## src/rtl/mem_access.sv

```systemverilog
`default_nettype none
// ============================================================================
// Module   : mem_access
// Brief    : Byte-serial load/store sequencer. Splits LB/LH/LW/SB/SH/SW
//            requests into single-byte memory cycles, assembles load bytes
//            little-endian and emits a one-cycle completion pulse.
// Revision : 1.0  initial release
// ============================================================================
module mem_access #(
    parameter int ADDR_W = 32
) (
    input  logic              clk_in,
    input  logic              rst_in,
    input  logic              rdy_in,
    input  logic              flush,
    input  logic              req_valid,
    output logic              req_ready,
    input  logic [5:0]        req_order,
    input  logic [ADDR_W-1:0] req_addr,
    input  logic [31:0]       req_wdata,
    input  logic [7:0]        mem_din,
    output logic [7:0]        mem_dout,
    output logic [ADDR_W-1:0] mem_a,
    output logic              mem_wr,
    output logic              done_valid,
    output logic [31:0]       done_data,
    output logic [5:0]        done_order
);

    localparam logic [5:0] c_ORD_LB  = 6'd13;
    localparam logic [5:0] c_ORD_LH  = 6'd14;
    localparam logic [5:0] c_ORD_LW  = 6'd15;
    localparam logic [5:0] c_ORD_LBU = 6'd16;
    localparam logic [5:0] c_ORD_LHU = 6'd17;
    localparam logic [5:0] c_ORD_SB  = 6'd18;
    localparam logic [5:0] c_ORD_SH  = 6'd19;
    localparam logic [5:0] c_ORD_SW  = 6'd20;

    typedef enum logic [1:0] {
        ST_IDLE  = 2'd0,
        ST_LOAD  = 2'd1,
        ST_STORE = 2'd2
    } state_t;

    // Byte count of an order; unknown orders report 0 so they finish
    // without touching memory.
    function automatic logic [2:0] f_count(input logic [5:0] ord);
        case (ord)
            c_ORD_LB, c_ORD_LBU, c_ORD_SB: f_count = 3'd1;
            c_ORD_LH, c_ORD_LHU, c_ORD_SH: f_count = 3'd2;
            c_ORD_LW, c_ORD_SW:            f_count = 3'd4;
            default:                       f_count = 3'd0;
        endcase
    endfunction

    function automatic logic f_is_store(input logic [5:0] ord);
        f_is_store = (ord == c_ORD_SB) || (ord == c_ORD_SH) || (ord == c_ORD_SW);
    endfunction

    state_t              r_state_q,      w_state_d;
    logic [2:0]          r_idx_q,        w_idx_d;
    logic [5:0]          r_order_q,      w_order_d;
    logic [ADDR_W-1:0]   r_addr_q,       w_addr_d;
    logic [31:0]         r_wdata_q,      w_wdata_d;
    logic [31:0]         r_buf_q,        w_buf_d;
    logic [ADDR_W-1:0]   r_mem_a_q,      w_mem_a_d;
    logic [7:0]          r_mem_dout_q,   w_mem_dout_d;
    logic                r_mem_wr_q,     w_mem_wr_d;
    logic                r_done_valid_q, w_done_valid_d;
    logic [31:0]         r_done_data_q,  w_done_data_d;
    logic [5:0]          r_done_order_q, w_done_order_d;

    logic                w_accept;
    logic [2:0]          w_n;
    logic [2:0]          w_idx_inc;
    logic [ADDR_W-1:0]   w_next_addr;
    logic [7:0]          w_store_byte;
    logic [31:0]         w_load_word;

    assign req_ready   = (r_state_q == ST_IDLE) && !rst_in;
    assign w_accept    = req_valid && req_ready && rdy_in && !flush;
    assign w_n         = f_count(r_order_q);
    assign w_idx_inc   = r_idx_q + 3'd1;
    // Natural ADDR_W-bit addition gives the required modulo wrap.
    assign w_next_addr = r_addr_q + ADDR_W'(w_idx_inc);

    assign mem_a      = r_mem_a_q;
    assign mem_dout   = r_mem_dout_q;
    // The memory stalls with us, so no write may be issued while stalled.
    assign mem_wr     = r_mem_wr_q && rdy_in;
    assign done_valid = r_done_valid_q;
    assign done_data  = r_done_data_q;
    assign done_order = r_done_order_q;

    // Select the store byte for the next write cycle.
    always_comb begin
        w_store_byte = r_wdata_q[7:0];
        case (w_idx_inc)
            3'd1:    w_store_byte = r_wdata_q[15:8];
            3'd2:    w_store_byte = r_wdata_q[23:16];
            3'd3:    w_store_byte = r_wdata_q[31:24];
            default: w_store_byte = r_wdata_q[7:0];
        endcase
    end

    // Merge the byte returned for address index idx-1 into the load buffer.
    always_comb begin
        w_load_word = r_buf_q;
        case (r_idx_q)
            3'd1:    w_load_word[7:0]   = mem_din;
            3'd2:    w_load_word[15:8]  = mem_din;
            3'd3:    w_load_word[23:16] = mem_din;
            3'd4:    w_load_word[31:24] = mem_din;
            default: w_load_word = r_buf_q;
        endcase
    end

    // Next-state and output-register logic; everything holds while stalled.
    always_comb begin
        w_state_d      = r_state_q;
        w_idx_d        = r_idx_q;
        w_order_d      = r_order_q;
        w_addr_d       = r_addr_q;
        w_wdata_d      = r_wdata_q;
        w_buf_d        = r_buf_q;
        w_mem_a_d      = r_mem_a_q;
        w_mem_dout_d   = r_mem_dout_q;
        w_mem_wr_d     = r_mem_wr_q;
        w_done_valid_d = 1'b0;
        w_done_data_d  = r_done_data_q;
        w_done_order_d = r_done_order_q;

        if (rdy_in) begin
            case (r_state_q)
                ST_IDLE: begin
                    if (w_accept) begin
                        w_order_d = req_order;
                        w_addr_d  = req_addr;
                        w_wdata_d = req_wdata;
                        w_idx_d   = 3'd0;
                        w_buf_d   = 32'd0;
                        if (f_is_store(req_order)) begin
                            w_state_d    = ST_STORE;
                            w_mem_a_d    = req_addr;
                            w_mem_dout_d = req_wdata[7:0];
                            w_mem_wr_d   = 1'b1;
                        end else begin
                            // Unknown orders run as zero-byte loads.
                            w_state_d = ST_LOAD;
                            if (f_count(req_order) != 3'd0) begin
                                w_mem_a_d = req_addr;
                            end
                        end
                    end
                end
                ST_LOAD: begin
                    if (flush) begin
                        w_state_d = ST_IDLE;
                        w_idx_d   = 3'd0;
                    end else if (r_idx_q == w_n) begin
                        w_state_d      = ST_IDLE;
                        w_idx_d        = 3'd0;
                        w_done_valid_d = 1'b1;
                        w_done_data_d  = (w_n == 3'd0) ? 32'd0 : w_load_word;
                        w_done_order_d = r_order_q;
                    end else begin
                        if (r_idx_q != 3'd0) begin
                            w_buf_d = w_load_word;
                        end
                        if (w_idx_inc < w_n) begin
                            w_mem_a_d = w_next_addr;
                        end
                        w_idx_d = w_idx_inc;
                    end
                end
                ST_STORE: begin
                    if (w_idx_inc < w_n) begin
                        w_mem_a_d    = w_next_addr;
                        w_mem_dout_d = w_store_byte;
                        w_idx_d      = w_idx_inc;
                    end else begin
                        w_state_d      = ST_IDLE;
                        w_idx_d        = 3'd0;
                        w_mem_wr_d     = 1'b0;
                        w_done_valid_d = 1'b1;
                        w_done_data_d  = 32'd0;
                        w_done_order_d = r_order_q;
                    end
                end
                default: begin
                    w_state_d  = ST_IDLE;
                    w_idx_d    = 3'd0;
                    w_mem_wr_d = 1'b0;
                end
            endcase
        end
    end

    // State registers with synchronous reset taking priority over stall/flush.
    always_ff @(posedge clk_in) begin
        if (rst_in) begin
            r_state_q      <= ST_IDLE;
            r_idx_q        <= 3'd0;
            r_order_q      <= 6'd0;
            r_addr_q       <= '0;
            r_wdata_q      <= 32'd0;
            r_buf_q        <= 32'd0;
            r_mem_a_q      <= '0;
            r_mem_dout_q   <= 8'd0;
            r_mem_wr_q     <= 1'b0;
            r_done_valid_q <= 1'b0;
            r_done_data_q  <= 32'd0;
            r_done_order_q <= 6'd0;
        end else begin
            r_state_q      <= w_state_d;
            r_idx_q        <= w_idx_d;
            r_order_q      <= w_order_d;
            r_addr_q       <= w_addr_d;
            r_wdata_q      <= w_wdata_d;
            r_buf_q        <= w_buf_d;
            r_mem_a_q      <= w_mem_a_d;
            r_mem_dout_q   <= w_mem_dout_d;
            r_mem_wr_q     <= w_mem_wr_d;
            r_done_valid_q <= w_done_valid_d;
            r_done_data_q  <= w_done_data_d;
            r_done_order_q <= w_done_order_d;
        end
    end

endmodule
`default_nettype wire

```

## config.mk

```make
export PLATFORM = sky130hd
export DESIGN_NAME = mem_access
export DESIGN_NICKNAME = d
export VERILOG_FILES = /design/src/rtl/mem_access.sv
export SDC_FILE = /design/constraint.sdc
export NUM_CORES = 1
export LEC_CHECK = 0
export BUFFER_PORTS_ARGS = -buffer_cell sky130_fd_sc_hd__buf_2
export CORE_MARGIN = 5
export CORE_UTILIZATION = 56
export DETAILED_ROUTE_END_ITERATION = 6
export PLACE_DENSITY = 0.88
export SYNTH_ARGS = -nofsm -noshare
export SYNTH_HDL_FRONTEND = slang
export SYNTH_SLANG_ARGS = --single-unit
```

## constraint.sdc

```tcl
create_clock -name clk_in -period 3.95 [get_ports clk_in]
set_clock_uncertainty 0.15 [all_clocks]
set_input_delay 0.1975 -clock clk_in [delete_from_list [all_inputs] [get_ports clk_in]]
set_output_delay 0.1975 -clock clk_in [all_outputs]
set_load 0.02 [all_outputs]
```

==> flow_metrics.py, run 1 <==
metrics = {
    "yosys": {
        "yosys_warnings": 0,
        "ys_top_cells_by_area": "dfxtp_1, a21oi_1, nand2_1, mux2i_1, nor2_1",
        "synthesis.area_mm2": 0.00880,
        "netlist_instances": 1068,
        "yosysUniqueCellTypes": 66,
        "ys_seq_elements": 190,
        "yosysTopAreaCellShare_pct": 43.2,
        "avgSynthCellArea_um2": 8.24,
        "synthArstFlopShare_pct": 0,
        "synth_edf_count": 0,
        "syn_nets": 1167,
        "ys.flop_type": "dfxtp_1",
        "synth_seq_area_share_pct": 43.2,
        "synth_top_area_cell": "dfxtp_1",
    },
    "sta": {
        "relSlewSlack_pct": 19.7,
        "drv_slew": 0,
        "fin_tns_setup_ns": 0,
        "setup_violations": 0,
        "hold_viol_final": 0,
        "fin_hold_ws_ns": 0.0382,
        "finalCriticalPeriod_ns": 3.58,
        "rsz0062_at_grt": "no",
        "clock.fmax_mhz": 279,
        "finalCritPeriodShare_pct": 90.6,
        "tightest_slew_ns": 1.20,
    },
    "global_route": {
        "grt_max_degree": 101,
        "overflow": 0,
        "antenna_found_initial": 0,
        "grt_pass1_vias": 7865,
        "grt_pass1_wl_um": 39200,
        "grt_usage_pct": 26.1,
    },
    "floorplanning": {
        "pin_count": 164,
        "rows": 45,
        "die_w_um": 135,
        "fp.dieH_um": 135,
        "initial_utilization_pct": 57.5,
        "die_area_mm2": 0.0183,
        "core_mm2": 0.0153,
    },
    "worst_setup_path": {
        "slowest_stage": "a21o_1",
        "crit_start": "r_idx_q[1]",
        "critPathBufInv": 2,
        "crit_top_cell": "ha_1",
        "cp-end-kind": "flip-flop",
        "cpPeakStageDelay_ns": 0.90,
        "worstSetupStartpointType": "flip-flop",
        "crit_chain": "ha_1 > ha_1 > inv_2 > ha_1 > nand2_1 > o21ai_0 > a221o_1 > a21o_1 > buf_4 > nand2_1 > a21oi_1",
        "critical_path_class": "reg2reg",
        "path_max_fanout": 38,
        "r2r_start": "r_idx_q[1]",
        "cp_top_family": "compound AO/OA/AOI/OAI gates",
        "arrival_ns": 3.79,
        "required_ns": 4.16,
    },
    "clocking": {
        "ctsResizeCount": 0,
        "cts_tree": "done",
        "cts_root_buffer": "clkbuf_16",
        "clock_latency_ns": 0.43,
        "cts_sinks": 190,
        "clock_path_buffers": 2,
        "path_clk_slew_ns": 0.07,
        "cts_max_level": 4,
        "numCtsBuffers": 17,
    },
    "power": {
        "peakVddDrop_mv": 0.335,
        "leakagePower_nw": 4.22,
        "p_per_area_mw_per_mm2": 365,
        "pwr-share-clk_pct": 43.6,
        "intPower_w": 0.00303,
        "swShare_pct": 24.3,
        "combPwrFrac_pct": 7.6,
        "seq_power_share_pct": 48.8,
        "p_switching_w": 0.000972,
    },
    "layout": {
        "drive_above_1_share_pct": 18.1,
        "instances_no_fill": 1474,
        "fill_cells": 1176,
        "area_delta_synth_final_pct": 24.3,
        "final_nets": 1349,
    },
    "routing": {
        "routed_via_density": 5.74,
        "postRouteAntennaNets": 0,
        "drt_wl_total_um": 24400,
        "avgRoutedWirePerCell_um": 16.6,
        "num_vias": 8458,
        "drc": 1,
        "first_pass_iters": 7,
        "drt_iter0_drc": 767,
    },
    "flow_run": {
        "max_cap_violations": 0,
    },
    "placed_design": {
        "dp_hpwl_um": 15300,
        "gp_congestion": 0.863,
        "dp.cells": 1374,
        "io_buffers": 163,
    },
    "status": {
        "status": "complete, but fails checks",
        "violations": "design-rule violations",
    },
    "min_path": {
        "min_from": "req_order[3]",
        "hold_class": "in2reg",
    },
}
[path summary, 6_finish.rpt]
kind | end | depth (start not counted) | slack [ns]
worst max register to register | mem_a[10] | 11 | 0.37
worst min register to register | mem_dout[2] | 2 | 0.30
worst min-delay path | r_order_q[3] | 3 | 0.04
worst max-delay path | mem_a[10] | 11 | 0.37
[layout by cell type, fill, tap and decap left out, types with 5 or more instances in the layout]
cell type and n:
xnor2_1 12, nor2b_1 5, o31ai_1 34, nand2b_1 7, a21oi_1 154, and3_1 7
and4_1 5, xor2_1 18, nand3b_1 33, clkbuf_16 17, buf_4 16, ha_1 14
dlygate4sd3_1 68, a222oi_1 8, o211ai_1 13, inv_1 10, nand4_1 8, dfxtp_1 190
buf_2 162, nand2_1 200, nor2_1 117, mux2i_1 44, nand3_1 13, a211o_1 27
[power groups by stage]
stage                     registers, W  clock network [W]  logic [W]
after floorplan                0.00200                  0   0.000141
after global routing           0.00196            0.00184   0.000328
final                          0.00195            0.00174   0.000303
after CTS                      0.00195            0.00175   0.000294
after global placement         0.00200                  0   0.000239
after detailed placement       0.00200                  0   0.000241
[cell usage after synthesis, types with 5 or more instances]
cell	count
nand3_1	14
o31ai_1	34
dfxtp_1	190
nand3b_1	33
buf_2	13
nand2b_1	7
ha_1	15
mux2i_1	44
a211o_1	27
xnor2_1	12
nand4_1	8
o211ai_1	13
a21oi_1	154
nor2b_1	5
and3_1	8
xor2_1	18
a222oi_1	8
and4_1	5
inv_1	10
nor2_1	117
nand2_1	200
clkbuf_1	64
[sequential cells by signal, summed over array words and instances, names as in the netlist, 2 cells and up, named ones only]
| name | cells |
|---|---|
| done_data | 32 |
| mem_a | 32 |
| r_addr_q | 32 |
| r_buf_q | 32 |
| r_wdata_q | 32 |
| mem_dout | 8 |
| done_order | 6 |
| r_order_q | 6 |
| r_idx_q | 3 |
| r_state_q | 2 |
[layer usage]
layer | vias up | track usage, % | routed length, um
met5 | - | 0 | 0
met2 | 368 | 43.1 | 11600
met4 | 0 | 8.06 | 511
li1 | 4086 | - | -
met1 | 3962 | 34.6 | 10600
met3 | 42 | 5.05 | 1720
[timing repair]
item / CTS / global route
setup buffers: 0 / 0
hold endpoints to repair: 81 / 0
hold buffers: 68 / 0
[worst min-delay path: stages]
cell and delay, ns:
buf_2 0.12, nand2_1 0.06, a21oi_1 0.14
[kinds of logic (layout without fill, tap and decap cells)]
kind of cell | after synthesis | count (layout) | share of synthesized area, %
buffers and inverters | 94 | 288 | 4.38
other | 0 | 1 | 0
AOI/OAI and AO/OA | 265 | 265 | 19.0
DFF | 190 | 190 | 43.2
adders and majority gates | 16 | 16 | 2.36
and+or+nand+nor | 428 | 428 | 22.9
muxes | 44 | 44 | 5.00
xor gates and xnor gates | 31 | 31 | 3.17
[through the flow]
stage | power (W) | util (%) | area (um^2) | setup WS [ns]
floorplan | 0.00214 | - | 8800 | 0.905
global placement | 0.00223 | 63.1 | 9670 | 0.630
detailed placement | 0.00224 | 63.1 | 9670 | 0.506
CTS | 0.00400 | 71.4 | 10900 | 0.447
global route | 0.00412 | 71.4 | 10900 | 0.0344
finish | 0.00400 | 71.5 | 10900 | 0.369
[layout make-up]
cell class	instances	area (um^2)	area share, %
Multi-Input combinational cell	784	4630	42.3
Antenna cell	1	2.50	0.0229
Clock inverter	13	150	1.37
Sequential cell	190	3800	34.8
Clock buffer	18	439	4.01
Inverter	11	41.3	0.377
Tap cell	211	264	2.41
Timing Repair Buffer	246	1610	14.7
Power figures use the tool's default switching activity.
==> run 2, diff against run 1 <==
CELL_PAD_IN_SITES_DETAIL_PLACEMENT = 0   (was not set)
CELL_PAD_IN_SITES_GLOBAL_PLACEMENT = 1   (was not set)
CORE_UTILIZATION = 41   (was 56)
==> run 2 against run 1 <==
Against the previous run: non-clock buffer count down 5; count of clock-buffer cells in the layout stayed put; first-iteration DRC count down 23%; the run now ends clean; hold slack worse by 0.017 ns; wire length increased by 1.4%; die area rose by 34%; design area is 0.63% higher; fmax is 8.2% higher; combinational power barely moved.
==> flow_metrics.py, run 2 (synthesized netlist as in run 1, its figures left out) <==
metrics = {
    "status": {
        "status": "finished, final reports clean",
    },
    "global_route": {
        "grt_max_degree": 103,
        "grt_pass1_wl_um": 39700,
        "antenna_found_initial": 1,
        "grt_pass1_vias": 7729,
        "overflow": 0,
        "grt_usage_pct": 19.8,
    },
    "sta": {
        "clock.fmax_mhz": 302,
        "rsz0062_at_grt": "no",
        "drv_slew": 0,
        "fin_tns_setup_ns": 0,
        "relSlewSlack_pct": 20.1,
        "finalCriticalPeriod_ns": 3.31,
        "finalCritPeriodShare_pct": 83.8,
        "tightest_slew_ns": 1.20,
        "hold_viol_final": 0,
        "setup_violations": 0,
    },
    "layout": {
        "final_cell_mix": "nand2_1, dfxtp_1, buf_2",
        "area_delta_synth_final_pct": 25.1,
        "mostFrequentLayoutCell": "nand2_1",
        "final_nets": 1344,
        "finalInstanceArea_mm2": 0.0110,
        "drive_above_1_share_pct": 17.9,
        "instances_no_fill": 1534,
    },
    "routing": {
        "drt_iter0_drc": 588,
        "drt_wl_total_um": 24800,
        "num_vias": 8146,
        "postRouteAntennaNets": 0,
        "first_pass_iters": 5,
        "routed_via_density": 5.31,
        "avgRoutedWirePerCell_um": 16.1,
        "drc": 0,
    },
    "floorplanning": {
        "die_area_mm2": 0.0245,
        "pin_count": 164,
        "die_w_um": 157,
        "rows": 53,
        "fp.dieH_um": 157,
        "core_mm2": 0.0211,
        "initial_utilization_pct": 41.7,
    },
    "clocking": {
        "cts_sinks": 190,
        "hold_buffers": 68,
        "ctsResizeCount": 0,
        "clock_path_buffers": 2,
        "numCtsBuffers": 17,
        "cts_tree": "done",
        "path_clk_slew_ns": 0.07,
        "cts_max_level": 4,
        "clock_latency_ns": 0.44,
        "cts_setup_buffers": 0,
        "cts_root_buffer": "clkbuf_16",
    },
    "worst_setup_path": {
        "critical_path_class": "reg2reg",
        "arrival_ns": 3.51,
        "required_ns": 4.15,
        "r2r_start": "r_idx_q[1]",
        "cp-end-kind": "flip-flop",
        "worstSetupStartpointType": "flip-flop",
        "slowest_stage": "or4_4",
        "crit_chain": "ha_1 > ha_1 > inv_2 > ha_1 > a21oi_1 > or3b_4 > or4_4 > xnor2_2 > a211o_1 > a21oi_1",
        "path_max_fanout": 11,
        "cp_top_family": "simple AND/OR/NAND/NOR gates",
        "cpPeakStageDelay_ns": 0.54,
        "crit_top_cell": "ha_1",
        "critPathBufInv": 1,
        "crit_start": "r_idx_q[1]",
    },
    "power": {
        "peakVddDrop_mv": 0.246,
        "p_per_area_mw_per_mm2": 361,
        "leakagePower_nw": 4.21,
    },
    "min_path": {
        "hold_class": "in2reg",
        "min_from": "req_order[3]",
    },
    "flow_run": {
        "max_cap_violations": 0,
    },
    "placed_design": {
        "gp_congestion": 0.833,
        "io_buffers": 163,
        "dp_hpwl_um": 16000,
        "placed_area_mm2": 0.00974,
        "dp.cells": 1433,
    },
}
run 2: cell types whose count changed in the layout (fill, tap and decap cells not counted), sizes merged:
cell,previous run,this run
clkinvlp,3,2
inv,17,19
bufinv,2,1
clkinv,2,3
buf,178,173
run 2: report_power, final:
group / internal [W] / switching, W
clock network: 0.000913 / 0.000812
registers: 0.00194 / 0.0000174
logic: 0.000131 / 0.000171
run 2: area by class of cell:
class / instances / area, um^2
Antenna cell: 1 / 2.50
Timing Repair Buffer: 241 / 1600
Sequential cell: 190 / 3800
Inverter: 11 / 41.3
Fill cell: 2018 / 10100
Tap cell: 275 / 344
Clock inverter: 14 / 148
Clock buffer: 18 / 439
Multi-Input combinational cell: 784 / 4630
run 2: path summary, 6_finish.rpt:
path                                endpoint  slack [ns]  depth (start not counted)
worst max register to register     mem_a[30]        0.64                         10
worst min-delay path            r_order_q[3]        0.02                          3
worst max-delay path               mem_a[30]        0.64                         10
worst min register to register     mem_a[16]        0.31                          2
run 2: metal layers:
layer / wire, um / global-route usage (%) / part of all wire [%] / vias to the layer above
met1: 11500 / 26.7 / 46 / 3800
met4: 470 / 5.74 / 1.9 / 0
li1: - / - / - / 4068
met2: 11600 / 32.2 / 47 / 242
met5: 0 / 0 / 0 / -
met3: 1260 / 4.12 / 5.1 / 36
run 2: worst register-to-register path: cells and delay by family (launching register included):
family | cells | cell delay [ns]
buffers and inverters | 1 | 0.12
and+or+nand+nor | 2 | 0.99
adders and majority gates | 3 | 0.91
DFF | 1 | 0.37
xor gates and xnor gates | 1 | 0.14
AOI/OAI and AO/OA | 3 | 0.56
run 2: through the flow:
stage	utilization (%)	worst slack, ns	total power, W	hold WS (ns)
finish	52.2	0.642	0.00398	0.0211
global route	52.2	0.337	0.00414	0.0203
CTS	52.2	0.639	0.00401	0.00238
detailed placement	46.2	0.650	0.00224	0.297
global placement	46.2	0.737	0.00224	0.290
floorplan	-	0.905	0.00214	0.181
